--- src/rtl/ptp_piezo_responder.sv ---
// Slave end of the single-wire piezo timestamp exchange: receives T1, stamps its
// start edge (T2), replies with T2 after a fixed gap and stamps the reply start (T3).
module ptp_piezo_responder #(
    parameter int BIT_CYCLES  = 64,
    parameter int DATA_BITS   = 32,
    parameter int REPLY_GAP   = 256,
    parameter int SYNC_STAGES = 2
) (
    input  logic        clk,
    input  logic        reset_n,
    input  logic        enable,
    input  logic [31:0] local_time,
    input  logic        piezo_interface_in,
    output logic        piezo_interface_out,
    output logic [31:0] time_data_master,
    output logic [31:0] time_data_slave,
    output logic [31:0] tx_time,
    output logic        sample_valid,
    output logic        frame_error,
    output logic        busy
);

    localparam int HALF = BIT_CYCLES / 2;
    localparam int CW   = $clog2(BIT_CYCLES);
    localparam int BW   = $clog2(DATA_BITS + 1);
    localparam int GW   = $clog2(REPLY_GAP + BIT_CYCLES);

    typedef enum logic [3:0] {
        IDLE, RX_START, RX_DATA, RX_STOP, GAP, TX_START, TX_DATA, TX_STOP, DONE
    } state_t;

    state_t                 state_reg;
    logic [SYNC_STAGES-1:0] sync_reg;
    logic                   prev_reg;
    logic                   fall_reg;
    logic [CW-1:0]          cyc_reg;
    logic [BW-1:0]          bit_reg;
    logic [GW-1:0]          gap_reg;
    logic [DATA_BITS-1:0]   rx_shift_reg;
    logic [31:0]            t2_shadow_reg;
    logic [31:0]            t3_shadow_reg;
    logic [31:0]            tx_shift_reg;
    logic                   out_reg;
    logic [31:0]            t1_out_reg;
    logic [31:0]            t2_out_reg;
    logic [31:0]            t3_out_reg;
    logic                   valid_reg;
    logic                   error_reg;
    logic                   line;

    // Synchronizer chain; flops idle high so a reset never fakes a start edge.
    generate
        for (genvar gi = 0; gi < SYNC_STAGES; gi++) begin : g_sync
            always_ff @(posedge clk or negedge reset_n) begin
                if (!reset_n) begin
                    sync_reg[gi] <= 1'b1;
                end else if (gi == 0) begin
                    sync_reg[gi] <= piezo_interface_in;
                end else begin
                    sync_reg[gi] <= sync_reg[(gi == 0) ? 0 : gi - 1];
                end
            end
        end
    endgenerate

    assign line = sync_reg[SYNC_STAGES-1];

    // Registered edge detect: T2 is stamped SYNC_STAGES+1 cycles after the line falls.
    always_ff @(posedge clk or negedge reset_n) begin
        if (!reset_n) begin
            prev_reg <= 1'b1;
            fall_reg <= 1'b0;
        end else begin
            prev_reg <= line;
            fall_reg <= prev_reg & ~line;
        end
    end

    always_ff @(posedge clk or negedge reset_n) begin
        if (!reset_n) begin
            state_reg     <= IDLE;
            cyc_reg       <= '0;
            bit_reg       <= '0;
            gap_reg       <= '0;
            rx_shift_reg  <= '0;
            t2_shadow_reg <= '0;
            t3_shadow_reg <= '0;
            tx_shift_reg  <= '0;
            out_reg       <= 1'b1;
            t1_out_reg    <= '0;
            t2_out_reg    <= '0;
            t3_out_reg    <= '0;
            valid_reg     <= 1'b0;
            error_reg     <= 1'b0;
        end else begin
            valid_reg <= 1'b0;
            error_reg <= 1'b0;
            case (state_reg)
                IDLE: begin
                    if (fall_reg && enable) begin
                        t2_shadow_reg <= local_time;
                        cyc_reg       <= '0;
                        bit_reg       <= '0;
                        state_reg     <= RX_START;
                    end
                end
                RX_START: begin
                    if (cyc_reg == CW'(HALF - 1)) begin
                        cyc_reg   <= '0;
                        bit_reg   <= '0;
                        state_reg <= line ? IDLE : RX_DATA;
                    end else begin
                        cyc_reg <= cyc_reg + CW'(1);
                    end
                end
                RX_DATA: begin
                    if (cyc_reg == CW'(BIT_CYCLES - 1)) begin
                        cyc_reg      <= '0;
                        rx_shift_reg <= {line, rx_shift_reg[DATA_BITS-1:1]};
                        if (bit_reg == BW'(DATA_BITS - 1)) begin
                            bit_reg   <= '0;
                            state_reg <= RX_STOP;
                        end else begin
                            bit_reg <= bit_reg + BW'(1);
                        end
                    end else begin
                        cyc_reg <= cyc_reg + CW'(1);
                    end
                end
                RX_STOP: begin
                    if (cyc_reg == CW'(BIT_CYCLES - 1)) begin
                        cyc_reg <= '0;
                        if (line) begin
                            gap_reg   <= '0;
                            state_reg <= GAP;
                        end else begin
                            error_reg <= 1'b1;
                            state_reg <= IDLE;
                        end
                    end else begin
                        cyc_reg <= cyc_reg + CW'(1);
                    end
                end
                GAP: begin
                    // Counted from the mid-stop sample, hence the extra half bit.
                    if (gap_reg == GW'(HALF + REPLY_GAP - 1)) begin
                        out_reg      <= 1'b0;
                        cyc_reg      <= '0;
                        tx_shift_reg <= t2_shadow_reg;
                        state_reg    <= TX_START;
                    end else begin
                        gap_reg <= gap_reg + GW'(1);
                    end
                end
                TX_START: begin
                    if (cyc_reg == '0) begin
                        t3_shadow_reg <= local_time;
                    end
                    if (cyc_reg == CW'(BIT_CYCLES - 1)) begin
                        cyc_reg      <= '0;
                        bit_reg      <= '0;
                        out_reg      <= tx_shift_reg[0];
                        tx_shift_reg <= tx_shift_reg >> 1;
                        state_reg    <= TX_DATA;
                    end else begin
                        cyc_reg <= cyc_reg + CW'(1);
                    end
                end
                TX_DATA: begin
                    if (cyc_reg == CW'(BIT_CYCLES - 1)) begin
                        cyc_reg <= '0;
                        if (bit_reg == BW'(DATA_BITS - 1)) begin
                            out_reg   <= 1'b1;
                            state_reg <= TX_STOP;
                        end else begin
                            bit_reg      <= bit_reg + BW'(1);
                            out_reg      <= tx_shift_reg[0];
                            tx_shift_reg <= tx_shift_reg >> 1;
                        end
                    end else begin
                        cyc_reg <= cyc_reg + CW'(1);
                    end
                end
                TX_STOP: begin
                    if (cyc_reg == CW'(BIT_CYCLES - 1)) begin
                        cyc_reg   <= '0;
                        state_reg <= DONE;
                    end else begin
                        cyc_reg <= cyc_reg + CW'(1);
                    end
                end
                DONE: begin
                    t1_out_reg <= 32'(rx_shift_reg);
                    t2_out_reg <= t2_shadow_reg;
                    t3_out_reg <= t3_shadow_reg;
                    valid_reg  <= 1'b1;
                    state_reg  <= IDLE;
                end
                default: state_reg <= IDLE;
            endcase
        end
    end

    assign piezo_interface_out = out_reg;
    assign time_data_master    = t1_out_reg;
    assign time_data_slave     = t2_out_reg;
    assign tx_time             = t3_out_reg;
    assign sample_valid        = valid_reg;
    assign frame_error         = error_reg;
    assign busy                = (state_reg != IDLE);

endmodule

--- config.mk ---
export PLATFORM = sky130hd
export DESIGN_NAME = ptp_piezo_responder
export DESIGN_NICKNAME = d
export VERILOG_FILES = /design/src/rtl/ptp_piezo_responder.sv
export SDC_FILE = /design/constraint.sdc
export NUM_CORES = 1
export LEC_CHECK = 0
export CORE_ASPECT_RATIO = 1.4
export CORE_UTILIZATION = 45
export DETAILED_ROUTE_END_ITERATION = 8
export GPL_TIMING_DRIVEN = 0
export HOLD_SLACK_MARGIN = 0.02
export PLACE_DENSITY = 0.67
export SETUP_SLACK_MARGIN = 0.5
export SYNTH_ARGS = -nofsm -noshare
export SYNTH_HDL_FRONTEND = slang
export SYNTH_SLANG_ARGS = --single-unit
--- constraint.sdc ---
create_clock -name clk -period 6.4 [get_ports clk]
set_input_delay 1.6 -clock clk [delete_from_list [all_inputs] [get_ports clk]]
set_output_delay 1.6 -clock clk [all_outputs]
set_load 0.02 [all_outputs]
==> summary.md <==
| Metric | Value |
|---|---|
| Syn Inst Count | `705` |
| Antenna cells | `0` |
| Post-DRT Antenna Nets | `0` |
| Largest net degree at the start of global routing | `118` |
| Largest area contributor in the netlist | `dfrtp_1` |
| # DRC | `0` |
| Crit Path Category | `reg -> out` |
| Max-cap violations | `0` |
| Max Clock Freq | `264 MHz` |
| Num rows | `65` |
| Reg2reg setup slack | `3.82 ns` |
| Worst skew pair latency | `0.53 ns` |
| CTS sink cnt | `256` |
| Worst r2r src | `state_reg[0]` |
| Hold Crit Start | `sync_reg[0]` |
| CTS tree | `yes` |
| Syn_area_per_cell | `14.8 sq um` |
| Finish-stage setup viols | `0` |
| Max Slew Vio Count | `0` |
| Worst slew pin tran | `1.27 ns` |
| Reg2Reg Depth | `6` |
| Total gr overflow | `0` |
| Resized cells post-CTS | `0` |
| CTS H-tree lvls | `1` |
| PwrDens | `367 nW/um^2` |
| Clock transition at path regs | `0.06 ns` |
| Yosys top cell area share | `60.6%` |
| Via/cell ratio | `5.23` |
| Post-synth EDFFs | `0` |
| CTS Buf Count | `26` |
| Worst Hold Endpoint | `line` |
| Maximum VDD drop | `248 uV` |
| Yosys warning count | `0` |
| DR pass1 iterations | `4` |
| Drt first-iter violations | `190` |
| Status | `complete, no violations` |
| Synth cell types | `55` |
| Routed len/inst | `17.6 um` |
| Clock buffer depth | `3` |
| First-pass GRT wire length | `35000 um` |
| Nets | `910` |
| Post-CTS Hold Buffers | `0` |
| Hold path cells | `0` |
| DP Worst Slack | `2.77 ns` |
| Total track usage | `18.5%` |
| Core area | `22600 sq um` |
| Leak | `6.07 nW` |
| Setup Fix Bufs, Post-CTS | `0` |
| Hpwl dp | `14600 um` |
| Worst Path Arrival | `2.18 ns` |
| Vias in the first global route | `6875` |
| Via count | `6225` |
| P&R area growth vs syn | `25.5%` |
| Number of port buffers | `135` |
| Setup Skew | `0.0168 ns` |
| Share of layout cells above drive strength 1 | `36.7%` |
| Asr flop ratio synth | `100%` |
| R2r endpoint | `t2_shadow_reg[21]` |
| Routed WL | `21000 um` |
| Number of synthesized register bits | `256` |
| Initial antenna violation count | `0` |
| Final min period | `3.78 ns` |
| HP Class | `reg -> reg` |
| Sequential share of the synthesized area | `61.6%` |
| Synth Net Count | `745` |
| Die W | `131 um` |
| Total Power | `4.79 mW` |
| Startpoint Class | `flop` |
| Final period utilization | `59.1%` |
| Initial Utilization | `46.0%` |
| Fin. Hold Viols | `0` |
| Element type at the critical path end | `output pin` |
| Top-Level Pins | `136` |
| Die area | `23800 sq um` |
| CP max FO | `8` |
| Synth area leaders | `dfrtp_1 61%, mux2_2 27%, dfstp_2 1.0%` |
| Unrepaired setup endpoints after global routing | `no` |
| Final WS setup | `2.62 ns` |
| Non-filler instance count after layout | `1191` |
| Cells after DPL | `1143` |
| Slew HR | `14.5%` |
| Root Driver | `clkbuf_16` |
| Data required, critical path | `4.80 ns` |
| GPL Wtd Cong | `0.824` |
| Most used DFF post-synth | `dfrtp_1` |
| Mapped Area | `10400 sq um` |
| Die Span Y | `182 um` |
## Yosys cell counts (2+ instances only)
| cell | count |
|---|---|
| a211o_1 | 2 |
| a21o_1 | 2 |
| a21oi_1 | 9 |
| and2b_1 | 2 |
| buf_1 | 3 |
| buf_2 | 15 |
| clkbuf_1 | 14 |
| dfrtp_1 | 252 |
| dfstp_2 | 4 |
| ha_1 | 4 |
| inv_1 | 10 |
| mux2_1 | 4 |
| mux2_2 | 251 |
| mux2i_1 | 2 |
| nand2_1 | 23 |
| nand3_1 | 7 |
| nand3b_1 | 2 |
| nand4_1 | 5 |
| nor2_1 | 16 |
| nor2b_1 | 3 |
| nor3_1 | 4 |
| nor4_1 | 4 |
| o211ai_1 | 2 |
| o21ai_0 | 14 |
| o31ai_1 | 8 |
| o41ai_1 | 2 |
| or2_1 | 2 |
| or2_2 | 2 |
| or3_1 | 6 |
| xnor2_1 | 4 |
| xor2_1 | 3 |
## critical path, cell delays in order, from the launching register on
cell	delay, ns
dfrtp_1	0.38
or2_1	0.22
buf_4	0.16
or3_1	0.34
clkdlybuf4s50_1	0.55
## kinds of logic (layout without fill, tap and decap cells)
group                    after synthesis  count (layout)  synth area share (%)
XOR/XNOR                               7               7                 0.589
AO/OA/AOI/OAI                         50              50                  3.20
adder cells (fa/ha/maj)                4               4                 0.481
buffers and inverters                 45             230                  1.95
AND/OR/NAND/NOR                       86              86                  4.43
multiplexers                         257             257                  27.8
flip-flops                           256             256                  61.6
## layout make-up
class,instances,area [sq um]
sequential,256,6410
tap,301,377
clock inverter,7,83.8
inverter,10,37.5
timing repair buffer,137,1410
fill,1834,9540
clock buffer,41,787
buffer,35,165
multi-input combinational,404,3800
## where the power goes
part	total, mW	switching, mW	internal (mW)
combinational	1.21	0.569	0.639
sequential	2.08	0.175	1.90
clock	1.51	0.617	0.888
total	4.79	1.36	3.43
## cells in the final DEF (no fill, tap or decap), types with 3 or more instances in the layout
cell type | netlist | routed
nor3_1 | 4 | 4
buf_2 | 15 | 15
clkbuf_16 | 0 | 26
nand4_1 | 5 | 5
o21ai_0 | 14 | 14
xor2_1 | 3 | 3
nor2b_1 | 3 | 3
ha_1 | 4 | 4
nand2_1 | 23 | 23
nor4_1 | 4 | 4
xnor2_1 | 4 | 4
nand3_1 | 7 | 7
clkbuf_8 | 0 | 8
o31ai_1 | 8 | 8
buf_1 | 3 | 3
dfrtp_1 | 252 | 252
clkbuf_1 | 14 | 21
nor2_1 | 16 | 16
or3_1 | 6 | 6
mux2_1 | 4 | 4
dfstp_2 | 4 | 4
inv_1 | 10 | 10
mux2_2 | 251 | 251
a21oi_1 | 9 | 9
clkdlybuf4s50_1 | 0 | 134
## layer usage
metal,global-route usage [%],up-vias,wire length [um]
li1,-,2847,-
met1,22.2,3173,8520
met2,32.5,167,10700
met3,4.71,38,1380
met4,4.97,0,427
met5,0,-,0
## through the flow
| step | utilization (%) | TNS, ns | hold WS (ns) | area [sq um] |
|---|---|---|---|---|
| 5_1_grt | 57.8 | 0 | 0.361 | 13100 |
| 6_report | 57.8 | 0 | 0.356 | 13100 |
| 3_3_place_gp | 53.7 | -1675.33 | 0.349 | 12100 |
| 4_1_cts | 57.8 | 0 | 0.358 | 13100 |
| 3_5_place_dp | 54.0 | 0 | 0.349 | 12200 |
| 2_1_floorplan | - | 0 | 0.345 | 10400 |
## how the worst max path moves through the flow
stage,slack [ns],cells after the start,startpoint,end
floorplan,3.48,6,enable,bit_reg[3]
global placement,-6.61,1,reset_n,tx_time[15]
detailed placement,2.77,7,enable,bit_reg[5]
CTS,2.58,4,state_reg[0],busy
global route,2.53,4,state_reg[0],busy
finish,2.62,4,state_reg[0],busy
(Power assumes the default switching activity.)
